<file path="config.mk">
export PLATFORM = sky130hd
export DESIGN_NAME = issue_scheduler
export DESIGN_NICKNAME = d
export VERILOG_FILES = /design/src/rtl/issue_scheduler_pkg.sv /design/src/rtl/issue_scheduler_hazard_match.sv /design/src/rtl/issue_scheduler.sv
export SDC_FILE = /design/constraint.sdc
export NUM_CORES = 1
export LEC_CHECK = 0
export ABC_AREA = 1
export CAP_MARGIN = 40
export CORE_ASPECT_RATIO = 0.8
export CORE_MARGIN = 4
export CORE_UTILIZATION = 55
export DETAILED_ROUTE_END_ITERATION = 10
export PLACE_DENSITY = 0.83
export SLEW_MARGIN = 40
export SYNTH_ARGS = -nofsm -noshare
export SYNTH_HDL_FRONTEND = slang
export SYNTH_SLANG_ARGS = --single-unit
</file>
<file path="constraint.sdc">
create_clock -name clk -period 3.23 [get_ports clk]
set_clock_uncertainty 0.1 [all_clocks]
set_input_delay 0.646 -clock clk [delete_from_list [all_inputs] [get_ports clk]]
set_output_delay 0.646 -clock clk [all_outputs]
set_load 0.005 [all_outputs]
</file>
<file path="src/rtl/issue_scheduler_pkg.sv">
// rtl/issue_scheduler_pkg.sv - shared pipeline types for the dual-issue scheduler
package issue_scheduler_pkg;

  typedef enum logic {
    ST_RUN    = 1'b0,
    ST_HOLD_B = 1'b1
  } sched_state_e;

  typedef struct packed {
    logic regwr;
    logic mem;
    logic load;
    logic branch;
  } slot_flags_t;

  localparam slot_flags_t FLAGS_NONE = '0;

  // Only a load that actually writes a register can create a load-use bubble.
  function automatic logic writes_load(input slot_flags_t f);
    return f.load & f.regwr;
  endfunction

endpackage

</file>
<file path="src/rtl/issue_scheduler_hazard_match.sv">
// rtl/issue_scheduler_hazard_match.sv - one source operand against load and pair destinations
module hazard_match #(
  parameter int REG_W = 5
) (
  input  logic [REG_W-1:0] i_src,
  input  logic [REG_W-1:0] i_ld0_dst,
  input  logic             i_ld0_valid,
  input  logic [REG_W-1:0] i_ld1_dst,
  input  logic             i_ld1_valid,
  input  logic [REG_W-1:0] i_pair_dst,
  input  logic             i_pair_valid,
  output logic             o_hazard
);

  function automatic logic hits(input logic [REG_W-1:0] src,
                                input logic [REG_W-1:0] dst,
                                input logic             valid);
    return valid && (src == dst) && (dst != '0);
  endfunction

  logic w_ld0_hit;
  logic w_ld1_hit;
  logic w_pair_hit;

  assign w_ld0_hit  = hits(i_src, i_ld0_dst, i_ld0_valid);
  assign w_ld1_hit  = hits(i_src, i_ld1_dst, i_ld1_valid);
  assign w_pair_hit = hits(i_src, i_pair_dst, i_pair_valid);
  assign o_hazard   = w_ld0_hit | w_ld1_hit | w_pair_hit;

endmodule

</file>
<file path="src/rtl/issue_scheduler.sv">
// rtl/issue_scheduler.sv - in-order dual-issue scheduler with B-slot hold and load-use stall
module issue_scheduler
  import issue_scheduler_pkg::*;
#(
  parameter int REG_W = 5
) (
  input  logic             clk,
  input  logic             reset,
  input  logic             in_valid,
  output logic             in_ready,
  input  logic [REG_W-1:0] rsA,
  input  logic [REG_W-1:0] rtA,
  input  logic [REG_W-1:0] dstA,
  input  logic [REG_W-1:0] rsB,
  input  logic [REG_W-1:0] rtB,
  input  logic [REG_W-1:0] dstB,
  input  logic             regwrA,
  input  logic             memA,
  input  logic             loadA,
  input  logic             branchA,
  input  logic             regwrB,
  input  logic             memB,
  input  logic             loadB,
  input  logic             branchB,
  input  logic             validB,
  input  logic             flush,
  output logic             issueA_valid,
  output logic             issueB_valid,
  output logic             issueA_from_held,
  output logic             stall
);

  sched_state_e r_state;
  sched_state_e w_state_next;

  logic [REG_W-1:0] r_hold_rs;
  logic [REG_W-1:0] r_hold_rt;
  logic [REG_W-1:0] r_hold_dst;
  slot_flags_t      r_hold_flags;

  logic [REG_W-1:0] r_ld0_dst;
  logic             r_ld0_valid;
  logic [REG_W-1:0] r_ld1_dst;
  logic             r_ld1_valid;

  slot_flags_t      w_flags_a;
  slot_flags_t      w_flags_b;
  slot_flags_t      w_lane_a_flags;
  logic [REG_W-1:0] w_lane_a_dst;

  logic w_a_rs_haz;
  logic w_a_rt_haz;
  logic w_b_rs_haz;
  logic w_b_rt_haz;
  logic w_h_rs_haz;
  logic w_h_rt_haz;

  logic w_a_load_use;
  logic w_b_blocked;
  logic w_h_load_use;
  logic w_pairable;
  logic w_capture;
  logic w_ld0_set;
  logic w_ld1_set;

  assign w_flags_a = '{regwr: regwrA, mem: memA, load: loadA, branch: branchA};
  assign w_flags_b = '{regwr: regwrB, mem: memB, load: loadB, branch: branchB};

  // Slot A only ever sees load-use; its pair input is tied off.
  hazard_match #(.REG_W(REG_W)) u_haz_a_rs (
    .i_src(rsA), .i_ld0_dst(r_ld0_dst), .i_ld0_valid(r_ld0_valid),
    .i_ld1_dst(r_ld1_dst), .i_ld1_valid(r_ld1_valid),
    .i_pair_dst('0), .i_pair_valid(1'b0), .o_hazard(w_a_rs_haz)
  );

  hazard_match #(.REG_W(REG_W)) u_haz_a_rt (
    .i_src(rtA), .i_ld0_dst(r_ld0_dst), .i_ld0_valid(r_ld0_valid),
    .i_ld1_dst(r_ld1_dst), .i_ld1_valid(r_ld1_valid),
    .i_pair_dst('0), .i_pair_valid(1'b0), .o_hazard(w_a_rt_haz)
  );

  hazard_match #(.REG_W(REG_W)) u_haz_b_rs (
    .i_src(rsB), .i_ld0_dst(r_ld0_dst), .i_ld0_valid(r_ld0_valid),
    .i_ld1_dst(r_ld1_dst), .i_ld1_valid(r_ld1_valid),
    .i_pair_dst(dstA), .i_pair_valid(regwrA), .o_hazard(w_b_rs_haz)
  );

  hazard_match #(.REG_W(REG_W)) u_haz_b_rt (
    .i_src(rtB), .i_ld0_dst(r_ld0_dst), .i_ld0_valid(r_ld0_valid),
    .i_ld1_dst(r_ld1_dst), .i_ld1_valid(r_ld1_valid),
    .i_pair_dst(dstA), .i_pair_valid(regwrA), .o_hazard(w_b_rt_haz)
  );

  hazard_match #(.REG_W(REG_W)) u_haz_h_rs (
    .i_src(r_hold_rs), .i_ld0_dst(r_ld0_dst), .i_ld0_valid(r_ld0_valid),
    .i_ld1_dst(r_ld1_dst), .i_ld1_valid(r_ld1_valid),
    .i_pair_dst('0), .i_pair_valid(1'b0), .o_hazard(w_h_rs_haz)
  );

  hazard_match #(.REG_W(REG_W)) u_haz_h_rt (
    .i_src(r_hold_rt), .i_ld0_dst(r_ld0_dst), .i_ld0_valid(r_ld0_valid),
    .i_ld1_dst(r_ld1_dst), .i_ld1_valid(r_ld1_valid),
    .i_pair_dst('0), .i_pair_valid(1'b0), .o_hazard(w_h_rt_haz)
  );

  assign w_a_load_use = w_a_rs_haz | w_a_rt_haz;
  assign w_h_load_use = w_h_rs_haz | w_h_rt_haz;
  // B is blocked by either a dependency on A or a load-use on older loads.
  assign w_b_blocked  = w_b_rs_haz | w_b_rt_haz;
  assign w_pairable   = validB & ~w_b_blocked & ~(memA & memB) & ~branchB;

  always_comb begin
    in_ready         = 1'b0;
    issueA_valid     = 1'b0;
    issueB_valid     = 1'b0;
    issueA_from_held = 1'b0;
    stall            = 1'b0;
    w_capture        = 1'b0;
    w_state_next     = r_state;
    if (reset) begin
      w_state_next = ST_RUN;
    end else if (flush) begin
      w_state_next = ST_RUN;
    end else begin
      case (r_state)
        ST_RUN: begin
          if (in_valid) begin
            if (w_a_load_use) begin
              stall = 1'b1;
            end else begin
              issueA_valid = 1'b1;
              in_ready     = 1'b1;
              if (w_pairable) begin
                issueB_valid = 1'b1;
              end else if (validB) begin
                w_capture    = 1'b1;
                w_state_next = ST_HOLD_B;
              end
            end
          end
        end
        ST_HOLD_B: begin
          if (w_h_load_use) begin
            stall = 1'b1;
          end else begin
            issueA_valid     = 1'b1;
            issueA_from_held = 1'b1;
            w_state_next     = ST_RUN;
          end
        end
        default: w_state_next = ST_RUN;
      endcase
    end
  end

  assign w_lane_a_flags = issueA_from_held ? r_hold_flags : w_flags_a;
  assign w_lane_a_dst   = issueA_from_held ? r_hold_dst : dstA;
  // Non-issue cycles (stall, idle, flush) naturally clear both LD registers.
  assign w_ld0_set      = issueA_valid & writes_load(w_lane_a_flags);
  assign w_ld1_set      = issueB_valid & writes_load(w_flags_b);

  always_ff @(posedge clk or posedge reset) begin
    if (reset) begin
      r_state      <= ST_RUN;
      r_hold_rs    <= '0;
      r_hold_rt    <= '0;
      r_hold_dst   <= '0;
      r_hold_flags <= FLAGS_NONE;
      r_ld0_dst    <= '0;
      r_ld0_valid  <= 1'b0;
      r_ld1_dst    <= '0;
      r_ld1_valid  <= 1'b0;
    end else begin
      r_state     <= w_state_next;
      r_ld0_valid <= w_ld0_set;
      r_ld0_dst   <= w_ld0_set ? w_lane_a_dst : '0;
      r_ld1_valid <= w_ld1_set;
      r_ld1_dst   <= w_ld1_set ? dstB : '0;
      if (flush) begin
        r_hold_rs    <= '0;
        r_hold_rt    <= '0;
        r_hold_dst   <= '0;
        r_hold_flags <= FLAGS_NONE;
      end else if (w_capture) begin
        r_hold_rs    <= rsB;
        r_hold_rt    <= rtB;
        r_hold_dst   <= dstB;
        r_hold_flags <= w_flags_b;
      end
    end
  end

endmodule

</file>
==> results by group <==
Worst setup path
  – CP arrival: 2.35 ns
  – CP Cell Sequence: clkdlybuf4s50_1 > inv_1 > nand2_1 > nand2_1 > nor2_1 > nand3_1 > nand2_2 > nand2_2 > nand2_1 > nor2_2 > nand2_2 > buf_4 > inv_1 > dlygate4sd2_1
  – Worst Setup Start Kind: input port
  – Critical-path top delay cell: clkdlybuf4s50_1
  – Critical path peak fanout: 3
  – CP required: about 2.5 ns
  – Crit. End Element: output port
  – Setup CP Type: in -> out
  – Biggest cell delay along the critical path: 0.51 ns

Route
  – Drt pass-1 iters: 5
  – Avg WL per Cell: around 14 um
  – Drt initial violations: between 200 and 250
  – DR DRC count: 0
  – Vias: 2812
  – Total detailed-routing wirelength: 7.41 mm
  – Post-route ant nets: 0
  – Via-to-Cell Ratio: approximately 5.3

Die
  – Core area: 4600 um2
  – Num rows: 22
  – Initial Util: about 57%
  – Die Area: around 6000 um2
  – Die height: 69.9 um
  – IO Pins: 48
  – Die width: 85.4 um

Yosys
  – Synth top area share: around 28%
  – Yosys cell types: 28
  – Ranking of synthesized cells by area: dfrtp_1, nand2_1, inv_1
  – Syn_area_per_cell: roughly 6.4 um2
  – Post-synthesis sequential area ratio: 28.5%
  – Mapped Cells: around 410
  – #FFs+latches synth: 30
  – Area of the mapped netlist: around 2600 um2
  – Yosys Warn Count: 0
  – Area leader, netlist: dfrtp_1
  – Synthesized Nets: 455

Run status
  – Status: complete, no violations

Final layout
  – # diodes: 0
  – Share of post-route cells with drive strength above 1: between 10% and 20%
  – Post-Route Utilization: 72.3%
  – Most common cell after layout, fill and taps aside: nand2_1
  – Most frequent cells in the layout: nand2_1, inv_1, nor2_1
  – Number of fill cells: 366
  – NumNets Final: 511
  – Syn-to-layout area delta: 26.2%

Power
  – P_leak: 1.93 nW
  – Worst VDD drop: about 0.00028 V
  – Pwr Density: 297 nW/um2
  – Final Power: 0.987 mW

Global route
  – First-pass GRT wire length: 12.0 mm
  – Initial antenna violation count: 0
  – Total grt overflow: 0
  – Gr usage total: about 25%
  – Largest net degree at the start of global routing: 25
  – Vias in the first global route: ~2600

STA
  – RSZ-0062 raised after global routing: no
  – Rel. slew slack: a little under two thirds
  – # setup viols final: 0
  – Final hold viol count: 0
  – Fmax: 0.323 GHz
  – Least-Margin Pin Slew: 0.537 ns
  – Pins Over Slew Limit: 0
  – Min Tclk post-route: 3.09 ns
  – Period utilization: 95.7%

Clock tree
  – Worst skew pair latency: 0.29 ns
  – CTS hold repair buffers: 0
  – Num CTS Buffers: 5
  – Clk slew on worst S/H paths: 0.06 ns
  – CTS max path bufs: 2
  – Clock sink total: 30
  – H-tree Lvls: 2
  – CTS tree: built
  – Root Buffer: clkbuf_8

Hold path
  – HP Class: reg -> reg

Placed design
  – Input/output buffers: 46
  – Detailed placement HPWL: 5.59 mm
  – Placer's final routability congestion estimate: roughly 0.93

Job
  – Maxcap violations: 0
metrics by stage:
stage	TNS (ns)	cells	hold slack, ns	cell area [um2]	worst slack, ns
2_1_floorplan	0	412	0.369	2640	1.00
3_3_place_gp	-0.224	520	0.389	3200	-0.0964
3_5_place_dp	-0.286	520	0.391	3200	-0.112
4_1_cts	0	529	0.408	3310	0.00784
5_1_grt	0	529	0.442	3330	0.00404
6_report	0	529	0.407	3330	0.137
where the power goes:
part           internal [mW]  leakage [nW]  switching (mW)
registers              0.384         0.407         0.00966
clock network          0.227        0.0579           0.150
logic                 0.0994          1.47           0.118
total                  0.710          1.93           0.278
routing by layer:
layer	GRT usage, %	wire length [um]
met5	0	0
met4	7.38	131
met3	5.54	617
met2	40.5	3450
met1	33.9	3210
path summary, 6_finish.rpt:
kind                                                  start                           to  slack [ns]  cells after the start
min in group asynchronous                             reset            r_state$_DFF_PP0_        0.60                      2
worst min-delay path            r_hold_flags[3]$_DFFE_PP0P_  r_hold_flags[3]$_DFFE_PP0P_        0.41                      2
worst max register to register       r_ld0_dst[0]$_DFF_PP0_     r_hold_rs[3]$_DFFE_PP0P_        0.89                     11
worst max-delay path                                 rsA[1]                     in_ready        0.14                     14
max in group asynchronous                             reset       r_ld1_dst[1]$_DFF_PP0_        1.82                      3
worst min register to register  r_hold_flags[3]$_DFFE_PP0P_  r_hold_flags[3]$_DFFE_PP0P_        0.41                      2
synth_stat cells (all sizes together):
cell and number:
nand2 158, inv 57, nor2 45, nand3 32, dfrtp 30, nand4 29, xnor2 15, xor2 15
buf 14, o21ai 5, a21oi 4, nor3 3, clkinv 2, o22ai 2, clkbuf 1
state kept, by name, summed over array words and instances (netlist names):
signal / count
r_hold_rt: 5
r_state: 1
r_hold_dst: 5
r_ld1_dst: 5
r_ld0_dst: 5
r_hold_flags: 2
r_ld1_valid: 1
r_hold_rs: 5
r_ld0_valid: 1
critical path, delay by kind of cell:
family                 cells  cell delay (ns)
buffers and inverters      5             1.00
AND/OR/NAND/NOR            9             0.70
cell type report:
type	instances	area, um2	area share (%)
Clock buffer	5	68.8	2.07
Clock inverter	3	40.0	1.20
Inverter	59	221	6.66
Multi-Input combinational cell	308	1570	47.3
Sequential cell	30	757	22.8
Tap cell	60	75.1	2.26
Timing Repair Buffer	64	592	17.8
timing repair:
| action | in CTS | in global routing |
|---|---|---|
| pin swaps | 1 | 1 |
| setup buffers | 1 | 0 |
| setup endpoints to repair | 4 | 5 |
| resized for setup | 12 | 12 |
cells by family after synthesis:
group | after synthesis | synth area share [%]
compound gates | 11 | 2.33
xor+xnor | 30 | 9.97
buf+inv | 74 | 12.3
flops | 30 | 28.5
simple gates | 267 | 47.0
Note: power is estimated with default switching activity, not from simulation.
